--- src/rtl/gpr_write_arbiter.sv ---
// Arbitrates the single GPR write port between the in-order WB stage and a
// buffered, out-of-order aux (mul/div) result stream, with WAW kill and anti-starvation.
module gpr_write_arbiter #(
    parameter int unsigned DEPTH        = 4,
    parameter int unsigned STARVE_LIMIT = 3
) (
    input  logic                         clock,
    input  logic                         reset,
    input  logic                         wbValid,
    input  logic [4:0]                   wbRegister,
    input  logic [31:0]                  wbData,
    input  logic                         auxValid,
    output logic                         auxReady,
    input  logic [4:0]                   auxRegister,
    input  logic [31:0]                  auxData,
    output logic                         pipeStall,
    output logic                         gprWriteEnabled,
    output logic [4:0]                   gprWriteRegister,
    output logic [31:0]                  gprWriteInput,
    input  logic [4:0]                   queryRegister,
    output logic                         pendingHit,
    output logic [$clog2(DEPTH+1)-1:0]   pendingCount
);

    localparam int unsigned PW = $clog2(DEPTH);
    localparam int unsigned CW = $clog2(DEPTH + 1);
    localparam int unsigned SW = (STARVE_LIMIT > 0) ? $clog2(STARVE_LIMIT + 1) : 1;

    logic [4:0]       fifo_reg  [DEPTH];
    logic [31:0]      fifo_data [DEPTH];
    logic [DEPTH-1:0] fifo_kill;
    logic [DEPTH-1:0] kill_nxt;
    logic [DEPTH-1:0] occ;
    logic [PW-1:0]    rd_ptr;
    logic [PW-1:0]    wr_ptr;
    logic [CW-1:0]    count;
    logic [CW-1:0]    count_nxt;
    logic [SW-1:0]    starve;
    logic [SW-1:0]    starve_nxt;

    logic wb_req;
    logic grant_wb;
    logic grant_aux;
    logic pop;
    logic enq;
    logic enq_kill;

    assign wb_req       = wbValid && (wbRegister != 5'd0);
    assign enq          = auxValid && auxReady;
    assign pendingCount = count;

    // One grant per cycle; a killed head is dropped while WB still uses the port.
    always_comb begin
        grant_wb  = 1'b0;
        grant_aux = 1'b0;
        pop       = 1'b0;
        pipeStall = 1'b0;
        if (count == '0) begin
            grant_wb = wb_req;
        end else if (fifo_kill[rd_ptr]) begin
            pop      = 1'b1;
            grant_wb = wb_req;
        end else if (!wb_req) begin
            grant_aux = 1'b1;
            pop       = 1'b1;
        end else if (starve < SW'(STARVE_LIMIT)) begin
            grant_wb = 1'b1;
        end else begin
            grant_aux = 1'b1;
            pop       = 1'b1;
            pipeStall = 1'b1;
        end
    end

    always_comb begin
        starve_nxt = starve;
        if ((count == '0) || grant_aux) begin
            starve_nxt = '0;
        end else if (grant_wb && !fifo_kill[rd_ptr] && (starve < SW'(STARVE_LIMIT))) begin
            starve_nxt = starve + SW'(1);
        end
    end

    assign count_nxt = count + CW'(enq) - CW'(pop);
    assign enq_kill  = (auxRegister == 5'd0) || (grant_wb && (auxRegister == wbRegister));

    // Occupancy is relative to the read pointer; WB grants kill older same-register entries.
    always_comb begin
        kill_nxt   = fifo_kill;
        pendingHit = 1'b0;
        for (int i = 0; i < DEPTH; i++) begin
            occ[i] = CW'(PW'(PW'(i) - rd_ptr)) < count;
            if (grant_wb && occ[i] && (fifo_reg[i] == wbRegister)) begin
                kill_nxt[i] = 1'b1;
            end
            if (occ[i] && !fifo_kill[i] && (queryRegister != 5'd0)
                && (fifo_reg[i] == queryRegister)) begin
                pendingHit = 1'b1;
            end
        end
        if (enq) begin
            kill_nxt[wr_ptr] = enq_kill;
        end
    end

    always_ff @(posedge clock or negedge reset) begin
        if (!reset) begin
            rd_ptr           <= '0;
            wr_ptr           <= '0;
            count            <= '0;
            starve           <= '0;
            fifo_kill        <= '0;
            auxReady         <= 1'b0;
            gprWriteEnabled  <= 1'b0;
            gprWriteRegister <= '0;
            gprWriteInput    <= '0;
        end else begin
            count     <= count_nxt;
            starve    <= starve_nxt;
            fifo_kill <= kill_nxt;
            auxReady  <= count_nxt < CW'(DEPTH);
            if (enq) begin
                wr_ptr <= wr_ptr + PW'(1);
            end
            if (pop) begin
                rd_ptr <= rd_ptr + PW'(1);
            end
            gprWriteEnabled <= grant_wb || grant_aux;
            if (grant_wb) begin
                gprWriteRegister <= wbRegister;
                gprWriteInput    <= wbData;
            end else if (grant_aux) begin
                gprWriteRegister <= fifo_reg[rd_ptr];
                gprWriteInput    <= fifo_data[rd_ptr];
            end
        end
    end

    // Payload storage needs no reset; occupancy and kill flags qualify it.
    always_ff @(posedge clock) begin
        if (enq) begin
            fifo_reg[wr_ptr]  <= auxRegister;
            fifo_data[wr_ptr] <= auxData;
        end
    end

endmodule
--- config.mk ---
export PLATFORM = sky130hd
export DESIGN_NAME = gpr_write_arbiter
export DESIGN_NICKNAME = d
export VERILOG_FILES = /design/src/rtl/gpr_write_arbiter.sv
export SDC_FILE = /design/constraint.sdc
export NUM_CORES = 1
export LEC_CHECK = 0
export ABC_CLOCK_PERIOD_IN_PS = 2580
export CORE_MARGIN = 2
export CORE_UTILIZATION = 40
export CTS_CLUSTER_SIZE = 12
export DETAILED_ROUTE_END_ITERATION = 7
export MAX_ROUTING_LAYER = met4
export SLEW_MARGIN = 20
export SYNTH_ARGS = -nofsm -noshare
export SYNTH_HDL_FRONTEND = slang
export SYNTH_SLANG_ARGS = --single-unit
--- constraint.sdc ---
create_clock -name clock -period 2.58 [get_ports clock]
set_input_delay 0.258 -clock clock [delete_from_list [all_inputs] [get_ports clock]]
set_output_delay 0.258 -clock clock [all_outputs]
set_load 0.005 [all_outputs]
==> metrics.md, run 1 <==
| Metric | Value |
|---|---|
| Status | `finished, violations left` |
| Violated checks | `negative setup slack` |
| Syn avg cell area | `16.5 um2` |
| H-tree depth | `4` |
| Hold Crit Class | `primary input to flip-flop` |
| Final net count | `786` |
| RD Place Congestion | `0.908` |
| GRT Util Overall | `19.5%` |
| Area share of the largest cell type after synthesis | `51.5%` |
| Critical path cell sequence | `inv_1 > ha_1 > a21boi_0 > o21ba_2 > or4_1 > o31ai_1 > o22a_1 > clkdlybuf4s15_2` |
| Core area | `21100 um2` |
| Worst Setup Path Type | `flip-flop to output pin` |
| Flop2flop setup slack | `-0.13 ns` |
| EDFF count, synth | `148` |
| Top FF cell, synth | `edfxtp_1` |
| Worst path arrival time | `2.47 ns` |
| Syn_nets | `619` |
| Final Hold Fails | `0` |
| Cts bufs inserted | `17` |
| Max clock buf depth | `2` |
| Cell count after synthesis | `524` |
| Synth top area cells | `edfxtp_1 52%, dfrtp_1 15%, mux4_2 9.9%` |
| Initial DRT Pass Iterations | `5` |
| CP startpoint kind | `flip-flop` |
| Layout area overhead | `30.9%` |
| Antenna violations before repair | `2` |
| Clock Latency Late Sink | `0.43 ns` |
| DP HPWL | `13700 um` |
| Peak VDD IR | `0.456 mV` |
| Post-route minimum period | `2.73 ns` |
| Ys Warns | `0` |
| Crit-path max cell delay | `0.50 ns` |
| WP data required | `2.32 ns` |
| Total power | `12.0 mW` |
| Clock transition at path regs | `0.08 ns` |
| Detailed Route WL | `20600 um` |
| Largest register FFs | `128` |
| Fin cells | `981` |
| Num ports | `127` |
| Leading cell type in the layout, fill and taps excluded | `edfxtp_1` |
| Vias in the first global route | `5484` |
| Setup WS pre-CTS | `-0.442 ns` |
| Unrepaired setup endpoints after global routing | `true` |
| CTS Root Cell | `clkbuf_16` |
| Rows | `53` |
| Crit path max-delay family | `compound AO/OA/AOI/OAI gates` |
| Setup TNS | `-0.374 ns` |
| Starting density of the core | `40.9%` |
| DRC viols | `0` |
| Register area share after synthesis | `66.6%` |
| Slowest stage cell, crit path | `or4_1` |
| Max Cap Viol | `0` |
| Leakage | `4.06 nW` |
| Crit path buffers/inverters | `2` |
| Num Clock Sinks | `200` |
| Power per cell area | `1060 nW/um2` |
| First-pass GRT wire length | `31400 um` |
| Largest net degree at the start of global routing | `53` |
| Via/cell ratio | `5.27` |
| Finish-stage setup viols | `4` |
| Starting DRT DRC Count | `353` |
| Synth Register Bits | `200` |
| Synth cell types | `44` |
| Critical Path End Type | `output pin` |
| Grt total ovfl | `0` |
| Die extent in x | `151 um` |
| CP Max Fanout | `5` |
| Post-layout util | `53.6%` |
| Synth area leader | `edfxtp_1` |
| Placed Cells | `938` |
| Final ANT Viol Nets | `0` |
| Post-synthesis instance area | `8620 um2` |
| Die Y-Extent | `151 um` |
| Port-buffer cells | `126` |
| Share of layout cells above drive strength 1 | `26.4%` |
| Slew Limit Fails | `0` |
| Post-synth ARST share | `26.0%` |
| Pin slew with the least headroom to its limit | `0.745 ns` |
| Max Fclk | `0.367 GHz` |
| Via count | `5165` |
| Final period utilization | `106%` |
| CTS tree | `yes` |
| Worst Skew | `0.00847 ns` |
| Die footprint | `22800 um2` |
| Most frequent cells in the layout | `148 x edfxtp_1, 123 x clkdlybuf4s50_1, 50 x dfrtp_1` |
| Final WS setup | `-0.147 ns` |
| DR WL/cell | `21.0 um` |
| Slew headroom | `50.3%` |
power breakdown:
group	switching (mW)	total [mW]	internal, mW
registers	0.388	4.65	4.26
clock network	1.25	2.62	1.37
logic	2.19	4.75	2.56
stage by stage:
step           cell area, um2  hold WS, ns
5_1_grt                 11300        0.432
3_5_place_dp            10500        0.470
2_1_floorplan            8670      -0.0376
3_3_place_gp            10500        0.451
6_report                11300        0.435
4_1_cts                 11200        0.419
what timing repair did:
action / 4_1_cts / 5_1_grt
endpoints found under the hold margin: 3 / 0
hold buffers: 1 / 0
setup endpoints to repair: 4 / 20
pin swaps: 7 / 8
gates cloned: 0 / 2
gates resized for setup: 9 / 15
setup buffers: 3 / 3
routing by layer:
| layer | track usage, % | up-vias | part of all wire (%) |
|---|---|---|---|
| met4 | 6.07 | 0 | 1.2 |
| met2 | 31.4 | 151 | 49 |
| met3 | 3.89 | 22 | 5.9 |
| met1 | 25.2 | 2635 | 44 |
| met5 | - | - | 0 |
| li1 | - | 2357 | - |
cell usage after synthesis (2+ instances only):
| master | count |
|---|---|
| edfxtp_1 | 148 |
| dfrtp_1 | 52 |
| mux4_2 | 38 |
| nand2_1 | 35 |
| nand3_1 | 33 |
| a22oi_2 | 30 |
| xor2_1 | 27 |
| xnor2_1 | 24 |
| clkbuf_1 | 22 |
| nor2_1 | 15 |
| a21oi_1 | 11 |
| ha_1 | 11 |
| inv_1 | 10 |
| or4_1 | 7 |
| buf_6 | 6 |
| a22oi_1 | 5 |
| a32oi_1 | 5 |
| and3_1 | 4 |
| buf_2 | 4 |
| buf_4 | 4 |
| nor4_1 | 4 |
| nand4_1 | 3 |
| nor3_1 | 2 |
| o2111ai_1 | 2 |
| o211ai_1 | 2 |
| o31a_1 | 2 |
logic make-up (layout without fill, tap and decap cells):
family	count (synthesis)	in the layout	share of synthesized area, %
DFF	200	200	66.6
and+or+nand+nor	108	108	6.15
AOI/OAI and AO/OA	66	66	7.33
xor gates and xnor gates	51	51	5.18
buffers and inverters	48	228	2.84
muxes	39	39	10.1
adders and majority gates	12	12	1.83
other	0	2	0
tightest hold or removal path, cell delays in order:
cell and delay (ns):
clkdlybuf4s50_1 0.47, a22oi_2 0.05, nand2_1 0.06
final cells by class:
class	count	area, um2
fillers	1709	9790
flip-flops and latches	200	5750
multi-input cells	276	2710
repair buffers	185	1850
clock buffers	17	425
well taps	275	344
clock inverters	15	165
inverters	11	41.3
diodes	2	5.00
path summary, 6_finish.rpt:
path,startpoint,endpoint,cells after the start
min in group asynchronous,reset,wr_ptr[1],3
worst max register to register,rd_ptr[0],pendingCount[2],11
worst min register to register,gprWriteInput[29],gprWriteInput[29],2
max in group asynchronous,reset,rd_ptr[0],3
worst max-delay path,rd_ptr[1],pendingHit,8
worst min-delay path,wbData[10],gprWriteInput[10],3
No activity file was read; power rests on OpenSTA's default activity.
==> inputs of run 2 (changes only) <==
- DONT_BUFFER_PORTS: default -> 1
==> run 2 against run 1 <==
The flow still finishes with violations (negative setup slack). Flip-flop and latch count is the same. Combinational power shrank 20%. Design area shrank 7.0%. Critical path type unchanged. Highest routed layer unchanged.
==> metrics.md, run 2 (same netlist as run 1, synthesis figures left out) <==
| Metric | Value |
|---|---|
| Core area | `21100 um2 (unchanged)` |
| Unrepaired setup endpoints after global routing | `true` |
| Crit-path max cell delay | `0.53 ns (+0.03 ns)` |
| Slew headroom | `42.4% (-7.9 points)` |
| Finish-stage setup viols | `1 (-3)` |
| Starting density of the core | `40.9% (unchanged)` |
| Hold Crit Class | `primary input to flip-flop` |
| RD Place Congestion | `0.898 (-1.0%)` |
| Port-buffer cells | `0 (-100%)` |
| CP startpoint kind | `flip-flop` |
| Final net count | `708 (-9.9%)` |
| Final Hold Fails | `0 (unchanged)` |
| GR Layer Usage met3 | `4.40% (+0.51 points)` |
| Pin slew with the least headroom to its limit | `0.863 ns (+0.118 ns)` |
| Setup WS pre-CTS | `-0.0284 ns (+0.413 ns)` |
| Final period utilization | `101% (-4.8 points)` |
| Slowest stage cell, crit path | `or4_4` |
| Final WS setup | `-0.0233 ns (+0.123 ns)` |
| Cts bufs inserted | `17 (unchanged)` |
| Worst path arrival time | `2.35 ns (-0.12 ns)` |
| Power per cell area | `1050 nW/um2 (-1.1%)` |
| Violated checks | `negative setup slack` |
| Die extent in x | `151 um (unchanged)` |
| Max clock buf depth | `2 (unchanged)` |
| Largest net degree at the start of global routing | `53 (unchanged)` |
| Leakage | `3.73 nW (-8.2%)` |
| WP data required | `2.32 ns (about the same)` |
| GRT busiest layer | `met2` |
| DP HPWL | `12400 um (-9.6%)` |
| Via/cell ratio | `5.45 (+3.6%)` |
| Post-layout util | `49.8% (-3.7 points)` |
| Post-route minimum period | `2.60 ns (-0.123 ns)` |
| Max Fclk | `0.384 GHz (+4.7%)` |
| Max Cap Viol | `0 (unchanged)` |
| CTS tree | `yes` |
| Slew Limit Fails | `0 (unchanged)` |
| Die Y-Extent | `151 um (unchanged)` |
| Critical path cell sequence | `buf_6 > inv_6 > ha_4 > a21boi_1 > o21ba_2 > or4_4 > o31ai_4 > o22a_1` |
| Clock transition at path regs | `0.07 ns (about the same)` |
| GRT Util Overall | `19.2% (-0.28 points)` |
| Rows | `53 (unchanged)` |
| Setup TNS | `-0.0233 ns (+0.351 ns)` |
| Vias in the first global route | `5368 (-2.1%)` |
| Starting DRT DRC Count | `324 (-8.2%)` |
| Grt total ovfl | `0 (unchanged)` |
| Num ports | `127 (unchanged)` |
| Detailed Route WL | `20100 um (-2.0%)` |
| Share of layout cells above drive strength 1 | `25.2% (-1.2 points)` |
| GR Layer Usage met2 | `32.3% (+0.91 points)` |
| Peak VDD IR | `0.552 mV (+21%)` |
| Via count | `4924 (-4.7%)` |
| CP Max Fanout | `4 (-1)` |
| CTS Root Cell | `clkbuf_16` |
| Final ANT Viol Nets | `0 (unchanged)` |
| Layout area overhead | `21.8%` |
| Critical Path End Type | `output pin` |
| Initial DRT Pass Iterations | `4 (-1)` |
| First-pass GRT wire length | `30900 um (-1.8%)` |
| Worst Setup Path Type | `flip-flop to output pin` |
| DRC viols | `0 (unchanged)` |
| Fill count | `1790 (+4.7%)` |
| Die footprint | `22800 um2 (unchanged)` |
| Leading cell type in the layout, fill and taps excluded | `edfxtp_1` |
| DR WL/cell | `22.3 um (+6.4%)` |
| Status | `finished, violations left` |
| H-tree depth | `4 (unchanged)` |
| Most frequent cells in the layout | `148 x edfxtp_1, 70 x dlygate4sd3_1, 50 x dfrtp_1` |
| GRT met1 Usage | `23.3% (-1.9 points)` |
| Worst Skew | `0.0186 ns (+0.0102 ns)` |
| Num Clock Sinks | `200 (unchanged)` |
| Antenna violations before repair | `2 (unchanged)` |
| Largest register FFs | `128 (unchanged)` |
| Area of the multi-input gates | `2720 um2 (+0.18%)` |
| Clock Latency Late Sink | `0.44 ns (about the same)` |
| Register area | `5750 um2 (about the same)` |
[run 2: cell count changes in the layout (fill, tap and decap cells not counted), sizes merged]
cell	delta
clkdlybuf4s50	-123
clkinvlp	-3
clkinv	+1
buf	-21
dlygate4sd3	+69
clkdlybuf4s15	-1
[run 2: per-stage QoR]
step / power (mW) / hold slack [ns] / instance area, um2 / instances
4_1_cts: 11.1 / 0.0636 / 10400 / 898
2_1_floorplan: 7.22 / -0.0376 / 8670 / 524
6_report: 11.1 / 0.0906 / 10500 / 903
3_5_place_dp: 8.27 / -0.0349 / 9040 / 788
3_3_place_gp: 8.15 / -0.0354 / 9040 / 788
5_1_grt: 11.7 / 0.0822 / 10500 / 903
[run 2: area by class of cell]
| cell class | count | area share, % |
|---|---|---|
| flip-flops and latches | 200 | 54.7 |
| multi-input cells | 276 | 25.9 |
| repair buffers | 107 | 10.4 |
| clock buffers | 19 | 4.12 |
| well taps | 275 | 3.28 |
| clock inverters | 13 | 1.14 |
| inverters | 11 | 0.465 |
| diodes | 2 | 0.0477 |
[run 2: layer usage]
metal  vias to the layer above  part of all wire [%]
li1                       2197                     -
met1                      2556                    42
met2                       155                    51
met3                        16                   5.3
met4                         0                   1.3
met5                         -                     0
[run 2: final timing paths]
kind	start	to	slack [ns]	cells after the start
min	wbRegister[2]	fifo_kill[3]	0.09	3
max	pendingCount[1]	pendingHit	-0.02	8
min in group asynchronous	reset	gprWriteInput[0]	0.36	2
max in group asynchronous	reset	gprWriteRegister[1]	1.95	2
min reg2reg	gprWriteInput[1]	gprWriteInput[1]	0.55	2
max reg2reg	rd_ptr[0]	pendingCount[2]	0	10
[run 2: power by group]
part           switching, mW  leakage, nW  internal (mW)
clock                   1.18        0.267           1.35
sequential             0.480         1.96           4.26
combinational           1.98         1.51           1.82
[run 2: worst max-delay path: cells and delay by family (launching register included)]
kind                       cells  cell delay, ns
adders and majority gates      1            0.19
and+or+nand+nor                1            0.53
AOI/OAI and AO/OA              4            0.60
DFF                            1            0.40
buffers and inverters          2            0.20
[run 2: what timing repair did]
action                                  4_1_cts  5_1_grt
endpoints found under the setup margin        2       15
setup buffers                                 7        2
resized for setup                            16        6
hold endpoints to repair                    232        0
hold buffers                                 71        0
pin swaps                                     5        2
cloned                                        0        0
